**config.mk**
```make
export PLATFORM = sky130hd
export DESIGN_NAME = sync_count_monitor_flat
export DESIGN_NICKNAME = d
export VERILOG_FILES = /design/src/rtl/sync_count_monitor_if.sv /design/src/rtl/sync_count_monitor.sv /design/src/flat_wrapper.sv
export SDC_FILE = /design/constraint.sdc
export NUM_CORES = 1
export LEC_CHECK = 0
export CAP_MARGIN = 20
export CORE_UTILIZATION = 31
export DETAILED_ROUTE_END_ITERATION = 10
export GPL_ROUTABILITY_DRIVEN = 0
export GPL_TIMING_DRIVEN = 1
export PLACE_DENSITY = 0.57
export SETUP_SLACK_MARGIN = 0.15
export SLEW_MARGIN = 5
export SYNTH_ARGS = -nofsm -noshare
export SYNTH_HDL_FRONTEND = slang
export SYNTH_SLANG_ARGS = --single-unit
```
**constraint.sdc**
```tcl
create_clock -name clk -period 3.69 [get_ports clk]
set_clock_uncertainty 0.15 [all_clocks]
set_input_delay 1.107 -clock clk [delete_from_list [all_inputs] [get_ports clk]]
set_output_delay 1.107 -clock clk [all_outputs]
set_load 0.01 [all_outputs]
```
**src/rtl/sync_count_monitor_if.sv**
```systemverilog
// Observed counter bus plus the monitor's verdicts; the counter side is the master,
// the monitor is the slave. Outputs are registered inside the monitor.
interface sync_count_monitor_if #(
  parameter int WIDTH = 3
);
  logic             en;
  logic [WIDTH-1:0] q;
  logic             dir;
  logic             locked;
  logic             err;
  logic             wrap;
  logic             dir_chg;
  logic [7:0]       err_cnt;

  modport master (
    output en, q,
    input  dir, locked, err, wrap, dir_chg, err_cnt
  );

  modport slave (
    input  en, q,
    output dir, locked, err, wrap, dir_chg, err_cnt
  );
endinterface

```
**src/rtl/sync_count_monitor.sv**
```systemverilog
// Infers direction of a sampled up/down counter, locks on a consistent run, flags jumps/wraps/reversals.
// All outputs registered, one clock after the causing en sample; no backpressure, q is sampled only when en=1.
module sync_count_monitor #(
  parameter int WIDTH  = 3,
  parameter int LOCK_N = 2
) (
  input logic                 clk,
  input logic                 rst,
  sync_count_monitor_if.slave bus
);

  typedef enum logic [1:0] {S_IDLE, S_ACQ, S_LOCK} state_t;

  localparam logic [2:0]       LP_LOCK = 3'(LOCK_N);
  localparam logic [WIDTH-1:0] LP_MAX  = '1;

  state_t           r_state, w_state;
  logic [WIDTH-1:0] r_prev;
  logic [WIDTH-1:0] w_delta;
  logic             r_cand, w_cand;
  logic [2:0]       r_streak, w_streak, w_streak_inc;
  logic             r_dir, w_dir;
  logic             r_locked, w_locked;
  logic             r_err, w_err;
  logic             r_wrap, w_wrap;
  logic             r_chg, w_chg;
  logic [7:0]       r_cnt, w_cnt;
  logic             w_up, w_dn, w_step, w_jump;

  assign w_delta      = bus.q - r_prev;
  assign w_up         = (w_delta == WIDTH'(1));
  assign w_dn         = (w_delta == LP_MAX);
  assign w_step       = w_up | w_dn;
  assign w_jump       = (w_delta != '0) && !w_step;
  assign w_streak_inc = r_streak + 3'd1;

  always_comb begin
    w_state  = r_state;
    w_cand   = r_cand;
    w_streak = r_streak;
    w_dir    = r_dir;
    w_locked = r_locked;
    w_err    = 1'b0;
    w_wrap   = 1'b0;
    w_chg    = 1'b0;
    w_cnt    = r_cnt;
    if (bus.en) begin
      unique case (r_state)
        S_IDLE: begin
          w_state  = S_ACQ;
          w_streak = '0;
        end
        S_ACQ: begin
          if (w_jump) begin
            w_err    = 1'b1;
            w_streak = '0;
          end else if (w_step) begin
            // An empty streak accepts either direction as the new candidate
            w_cand   = w_up;
            w_streak = (r_streak == '0 || w_up == r_cand) ? w_streak_inc : 3'd1;
            if (w_streak == LP_LOCK) begin
              w_state  = S_LOCK;
              w_dir    = w_up;
              w_locked = 1'b1;
            end
          end
        end
        S_LOCK: begin
          if (w_jump) begin
            w_err    = 1'b1;
            w_locked = 1'b0;
            w_streak = '0;
            w_state  = S_ACQ;
          end else if (w_step) begin
            if (w_up != r_dir) begin
              w_dir = w_up;
              w_chg = 1'b1;
            end
            w_wrap = (w_up && bus.q == '0) || (w_dn && bus.q == LP_MAX);
          end
        end
        default: w_state = S_IDLE;
      endcase
      if (w_err && r_cnt != 8'hFF) w_cnt = r_cnt + 8'd1;
    end
  end

  always_ff @(posedge clk or negedge rst) begin
    if (!rst) begin
      r_state  <= S_IDLE;
      r_prev   <= '0;
      r_cand   <= 1'b0;
      r_streak <= '0;
      r_dir    <= 1'b0;
      r_locked <= 1'b0;
      r_err    <= 1'b0;
      r_wrap   <= 1'b0;
      r_chg    <= 1'b0;
      r_cnt    <= '0;
    end else begin
      r_state  <= w_state;
      r_cand   <= w_cand;
      r_streak <= w_streak;
      r_dir    <= w_dir;
      r_locked <= w_locked;
      r_err    <= w_err;
      r_wrap   <= w_wrap;
      r_chg    <= w_chg;
      r_cnt    <= w_cnt;
      if (bus.en) r_prev <= bus.q;
    end
  end

  assign bus.dir     = r_dir;
  assign bus.locked  = r_locked;
  assign bus.err     = r_err;
  assign bus.wrap    = r_wrap;
  assign bus.dir_chg = r_chg;
  assign bus.err_cnt = r_cnt;

endmodule

```
**src/flat_wrapper.sv**
```systemverilog
// flat-port wrapper written by rule: the top's interface ports become plain ports
module sync_count_monitor_flat 
#(
  parameter int WIDTH  = 3,
  parameter int LOCK_N = 2
)
  (clk, rst, bus_en, bus_q, bus_dir, bus_locked, bus_err, bus_wrap, bus_dir_chg, bus_err_cnt);
  sync_count_monitor_if #(.WIDTH(WIDTH)) bus_i ();
  input logic clk;
  input logic rst;
  input wire logic [$bits(bus_i.en)-1:0] bus_en;
  input wire logic [$bits(bus_i.q)-1:0] bus_q;
  output wire logic [$bits(bus_i.dir)-1:0] bus_dir;
  output wire logic [$bits(bus_i.locked)-1:0] bus_locked;
  output wire logic [$bits(bus_i.err)-1:0] bus_err;
  output wire logic [$bits(bus_i.wrap)-1:0] bus_wrap;
  output wire logic [$bits(bus_i.dir_chg)-1:0] bus_dir_chg;
  output wire logic [$bits(bus_i.err_cnt)-1:0] bus_err_cnt;
  assign bus_i.en = bus_en;
  assign bus_i.q = bus_q;
  assign bus_dir = bus_i.dir;
  assign bus_locked = bus_i.locked;
  assign bus_err = bus_i.err;
  assign bus_wrap = bus_i.wrap;
  assign bus_dir_chg = bus_i.dir_chg;
  assign bus_err_cnt = bus_i.err_cnt;
  sync_count_monitor #(.WIDTH(WIDTH), .LOCK_N(LOCK_N)) u_core (.clk(clk), .rst(rst), .bus(bus_i));
endmodule
```
==> results of run 1 <==
[worst reg2reg max path, stage by stage, from the launching register on]
cell and delay (ps):
dfrtp_1 390, ha_1 200, fa_2 350, xnor3_2 290, nor3b_4 260, mux2i_2 300, nand3_2 150, a21oi_2 150
mux2_1 330
[cell families (layout without fill, tap and decap cells)]
group	after synthesis	in the layout	share of synthesized area
and+or+nand+nor	45	45	0.190
AOI/OAI and AO/OA	22	22	0.125
DFF	22	22	0.422
buffers and inverters	10	47	0.0297
adders and majority gates	9	9	0.0921
xor gates and xnor gates	9	9	0.0720
muxes	8	8	0.0691
[through the flow]
stage	instance area, um^2	hold slack [ps]
global placement	1650	338
floorplan	1300	335
global route	1740	388
CTS	1720	360
finish	1740	355
detailed placement	1650	343
[synthesized netlist by cell type (2+ instances only)]
library cell  instances
nor3_1                5
mux2_2                3
nor2_1                9
nand2_1              11
nor2b_1               5
mux2i_1               3
dfrtp_1              22
xnor2_1               2
xor2_1                6
ha_1                  8
a32o_1                2
a31oi_1               3
a21oi_1               3
nand3_1               7
o21ai_0               5
inv_1                 9
[final cells by class]
class                           instances  area, um^2  share of cell area
Timing Repair Buffer                   34         302               0.174
Clock buffer                            4        55.1              0.0317
Inverter                                9        33.8              0.0195
Tap cell                               50        62.6              0.0360
Sequential cell                        22         551               0.317
Multi-Input combinational cell         93         733               0.422
[routing by layer]
metal	wire length (um)	track usage	part of all wire
met1	1300	0.158	0.47
met2	1320	0.251	0.47
met3	150	0.0428	0.054
met4	12	0.0346	0.0043
met5	0	0	0
[sequential cells by signal, summed over array words and instances (netlist names)]
signal              count
u_core.r_cand           1
u_core.bus.dir          1
u_core.r_state          2
u_core.r_prev           3
u_core.bus.err          1
u_core.bus.err_cnt      8
u_core.bus.wrap         1
u_core.bus.locked       1
u_core.bus.dir_chg      1
u_core.r_streak         3
[repair_timing]
item / in CTS / in global routing
pin swaps: 1 / 2
resized for setup: 3 / 5
buffers inserted: 2 / 0
hold buffers: 0 / 0
endpoints found under the setup margin: 12 / 3
[path summary, 6_finish.rpt]
| kind | startpoint | cells past startpoint | endpoint | slack [ps] |
|---|---|---|---|---|
| worst min register to register | u_core.bus.err_cnt[5] | 1 | u_core.bus.err_cnt[5] | 360 |
| worst max-delay path | bus_q[0] | 10 | u_core.bus.dir | 240 |
| min in group asynchronous | rst | 2 | u_core.r_prev[0] | 1040 |
| max in group asynchronous | rst | 2 | u_core.r_streak[2] | 2120 |
| worst max register to register | u_core.r_prev[0] | 8 | u_core.bus.dir | 1010 |
| worst min-delay path | u_core.bus.err_cnt[5] | 1 | u_core.bus.err_cnt[5] | 360 |
[power breakdown]
group | switching [uW] | internal (uW)
Sequential | 63.8 | 296
Combinational | 235 | 257
Clock | 81.3 | 95.2
Total | 380 | 647
==> qor.log, run 1 <==
[run_status] result of the run finished, final reports clean
[floorplan] die outline height 66.9 um
[timing] Max Freq 0.290 GHz
[floorplan] IO Pins 19
[floorplan] width of the die 66.9 um
[job] number of max-cap violations 0
[cells_and_area] fraction of final layout cells with drive strength greater than 1 0.235
[synth] most common flop cell mapped by yosys dfrtp_1
[clocking] clock tree from TritonCTS done
[route] Via Count 1026
[placement] dpl ws -336 ps
[cells_and_area] utilization after layout 0.431
[clocking] number of buffers created by CTS 3
[worst_setup_path] highest cell delay on the worst timing path 350 ps
[global_route] wire length of the first global-routing pass 4650 um
[timing] Final setup viols 0
[placement] detailed placer's ending HPWL 2040 um
[synth] number of warnings issued by yosys 0
[cells_and_area] number of diodes 0
[route] Starting DRT DRC Count 45
[worst_setup_path] cell at the slowest stage of the critical path fa_2
[timing] total count of max-transition violations in the final report 0
[synth] area of the mapped netlist 0.00130 mm^2
[worst_setup_path] cell family with most CP delay multiplexers
[cells_and_area] fill cell count 392
[power] peak supply drop 278 uV
[route] post-DR wirelength/cell 13.1 um
[power] Pwr Total 1030 uW
[synth] Avg Cell Area, Syn 10.4 um^2
[worst_setup_path] worst path required time 3690 ps
[synth] net count after synthesis 140
[clocking] number of clock sinks 22
[worst_setup_path] critical path cell sequence dlygate4sd2_1 > inv_1 > ha_1 > fa_2 > xnor3_2 > nor3b_4 > mux2i_2 > nand3_2 > a21oi_2 > mux2_1
[timing] unrepaired setup endpoints after global routing no
[power] leakage power total 0.000797 uW
[cells_and_area] Final Non-Filler Cells 212
[clocking] CTS root buf clkbuf_8
[synth] ys async rst share 1.00
[worst_setup_path] Crit. End Element register
[worst_setup_path] critical path data arrival time 3460 ps
[clocking] later-pin clock latency in the skew report 270 ps
[worst_setup_path] worst-path maximum fanout 4
[route] detailed-route wire length 2780 um
[global_route] global-route usage over all layers 0.140
[worst_setup_path] classification of the worst setup path in -> reg
[synth] distinct cell type count after synthesis 38
[timing] share of the clock period used by the worst path after layout 0.936
[cells_and_area] fin nets 178
[timing] final hold violations 0
[global_route] largest net degree at the start of global routing 23
[timing] max_slew headroom 0.733
[synth] share of the yosys chip area belonging to registers 0.422
[synth] leading post-synthesis cells by cell area dfrtp_1, ha_1, xor2_1
[placement] IO buf count 18
[placement] Placed Cells 206
[synth] number of flip-flops and latches in the synthesized netlist 22
[synth] area share of the largest cell type after synthesis 0.422
[clocking] maximum buffer depth of the clock tree 2
[cells_and_area] highest-count cells in the layout ignoring fill and taps dfrtp_1, clkdlybuf4s50_1, buf_4, nand2_1, nor2_1
[floorplan] Std-Cell Core Area 0.00403 mm^2
[route] Antenna Nets Post-Route 0
[global_route] number of global-route vias before repair 1070
[worst_setup_path] kind of start point of the critical path primary input
[timing] crit path setup slack, layout 236 ps
[timing] Setup TNS Final 0 ps
[global_route] antenna violations before repair 0
[route] length of the first detailed-routing pass in iterations 4
[route] via/cell ratio 4.84
[floorplan] site row count 23
[route] residual DRC count 0
[cells_and_area] commonest non-fill, non-tap cell in the layout dfrtp_1
[synth] number of synthesized flops with an enable pin 0
[clocking] register clock-pin slew on the reported worst setup and hold paths 80 ps
[global_route] sum of overflow across all layers after global routing 0
[timing] final critical-path required period 3450 ps
[min_path] path category of the worst min-delay check reg -> reg
[floorplan] die area 0.00447 mm^2
[synth] Gate Count Post-Synth 125
[timing] actual transition at the worst max-transition pin 400 ps
[power] power density normalized to cell area 592 mW/mm^2
[cells_and_area] area overhead of the layout relative to synthesis 33.2%
[clocking] H-tree lvl count 1
[worst_setup_path] Buffers & Inverters on Critical Path 2
[floorplan] initial core utilization 0.324
[synth] cell type with the largest total area after synthesis dfrtp_1
(Power assumes the default switching activity.)
==> inputs of run 2 (changes only) <==
--- a/config.mk
+++ b/config.mk
@@ -6,6 +6,7 @@
 export NUM_CORES = 1
 export LEC_CHECK = 0
 export CAP_MARGIN = 20
+export CORE_MARGIN = 10
 export CORE_UTILIZATION = 31
 export DETAILED_ROUTE_END_ITERATION = 10
 export GPL_ROUTABILITY_DRIVEN = 0
==> run 2 against run 1 <==
Critical path depth unchanged. Design area is 2.1% higher. Cell count rose by 1.4%. Wire length rose by 3.5%. Die area rose by 61%. Sequential power barely moved. Hold slack worse by 3.6 ps. Total power up 5.9%. Largest power group unchanged. Clock-buffer cell count shrank 1. Maximum frequency grew 4.0%. Register-to-register slack got worse by 20 ps. Highest routed layer unchanged.
==> qor.log, run 2 (same netlist as run 1, synthesis figures left out) <==
[timing] share of the clock period used by the worst path after layout 0.900
[global_route] wire length of the first global-routing pass 4970 um
[route] Starting DRT DRC Count 49
[clocking] clock tree from TritonCTS done
[clocking] maximum buffer depth of the clock tree 2
[timing] Final setup viols 0
[timing] total count of max-transition violations in the final report 0
[worst_setup_path] cell at the slowest stage of the critical path fa_2
[route] detailed route wirelength on metal2 1310 um
[route] residual DRC count 0
[worst_setup_path] kind of start point of the critical path primary input
[run_status] result of the run finished, final reports clean
[floorplan] initial core utilization 0.324
[power] power density normalized to cell area 614 mW/mm^2
[floorplan] die area 0.00720 mm^2
[cells_and_area] number of diodes 0
[timing] final hold violations 0
[timing] Setup TNS Final 0 ps
[route] via/cell ratio 4.88
[floorplan] Std-Cell Core Area 0.00403 mm^2
[floorplan] width of the die 84.9 um
[timing] max_slew headroom 0.712
[global_route] largest net degree at the start of global routing 23
[timing] crit path setup slack, layout 369 ps
[power] peak supply drop 303 uV
[placement] IO buf count 18
[min_path] path category of the worst min-delay check reg -> reg
[clocking] CTS root buf clkbuf_8
[floorplan] die outline height 84.9 um
[route] met1 layer wirelength in the final routing 1300 um
[floorplan] IO Pins 19
[route] Antenna Nets Post-Route 0
[power] leakage power total 0.000818 uW
[clocking] hold buffer count at cts 0
[worst_setup_path] worst path required time 3690 ps
[worst_setup_path] critical path cell sequence clkbuf_2 > inv_1 > ha_1 > fa_2 > xnor3_2 > nor3b_4 > mux2i_2 > nand3_2 > a21oi_2 > mux2_4
[route] top routing layer in use met4
[placement] dpl ws -382 ps
[worst_setup_path] highest cell delay on the worst timing path 370 ps
[worst_setup_path] Crit. End Element register
[timing] final critical-path required period 3320 ps
[worst_setup_path] path depth of the worst reg2reg path 8
[cells_and_area] commonest non-fill, non-tap cell in the layout dfrtp_1
[route] routed length on met3 259 um
[cells_and_area] max FFs per register 8
[worst_setup_path] classification of the worst setup path in -> reg
[min_path] number of instances on the worst hold path 1
[clocking] register clock-pin slew on the reported worst setup and hold paths 80 ps
[clocking] H-tree lvl count 1
[global_route] antenna violations before repair 0
[timing] actual transition at the worst max-transition pin 432 ps
[global_route] number of global-route vias before repair 1108
[clocking] number of buffers created by CTS 3
[cells_and_area] fin nets 181
[route] detailed-route wire length 2880 um
[timing] unrepaired setup endpoints after global routing no
[worst_setup_path] critical path data arrival time 3330 ps
[cells_and_area] fraction of final layout cells with drive strength greater than 1 0.255
[placement] detailed placer's ending HPWL 2190 um
[job] number of max-cap violations 0
[cells_and_area] highest-count cells in the layout ignoring fill and taps dfrtp_1, buf_4, clkdlybuf4s50_1, nand2_1, nor2_1
[clocking] number of clock sinks 22
[route] length of the first detailed-routing pass in iterations 4
[cells_and_area] area overhead of the layout relative to synthesis 36.0%
[timing] Max Freq 0.301 GHz
[floorplan] site row count 23
[worst_setup_path] worst-path maximum fanout 5
[global_route] global-route usage over all layers 0.0820
[clocking] later-pin clock latency in the skew report 270 ps
[route] post-DR wirelength/cell 13.4 um
[route] Via Count 1050
[global_route] sum of overflow across all layers after global routing 0
## run 2: what timing repair did
item,CTS,global route
hold endpoints to repair,0,0
gates resized for setup,3,8
setup buffers,4,1
endpoints found under the setup margin,15,7
pin swaps,3,4
## run 2: layout make-up
cell class | instances | area [um^2]
timing repair buffer | 37 | 324
clock buffer | 3 | 41.3
sequential | 22 | 551
clock inverter | 1 | 30.0
inverter | 9 | 33.8
multi-input combinational | 93 | 731
tap | 50 | 62.6
fill | 382 | 2260
## run 2: power by group
part | switching, uW | internal [uW]
clock network | 81.9 | 145
logic | 235 | 269
registers | 62.4 | 296
## run 2: stage by stage
stage               power [uW]  instance area (um^2)  hold WS (ps)   util  std cells
floorplan                  626                  1300           335      -        125
global placement           816                  1650           339  0.409        206
detailed placement         824                  1650           336  0.409        206
CTS                       1080                  1760           354  0.436        214
global route              1170                  1770           373  0.440        215
finish                    1090                  1770           352  0.440        215
## run 2: critical path: cells and delay by family
family / cells / cell delay, ps
compound gates: 1 / 160
xor+xnor: 1 / 320
fa+ha+maj: 2 / 580
buf+inv: 2 / 160
mux: 2 / 610
simple gates: 2 / 390
## run 2: final timing paths
path / start / endpoint / slack [ps]
worst max-delay path: bus_q[0] / u_core.bus.dir / 370
worst min-delay path: u_core.bus.err_cnt[5] / u_core.bus.err_cnt[5] / 350
worst max register to register: u_core.r_prev[0] / u_core.bus.dir / 990
worst min register to register: u_core.bus.err_cnt[5] / u_core.bus.err_cnt[5] / 350
max in group asynchronous: rst / u_core.bus.locked / 2120
min in group asynchronous: rst / u_core.r_prev[2] / 1040
## run 2: per-layer routing
layer / global-route usage / vias up
met5: 0 / -
met4: 0.0150 / 0
met3: 0.0440 / 2
met2: 0.132 / 32
met1: 0.0953 / 501
li1: - / 515
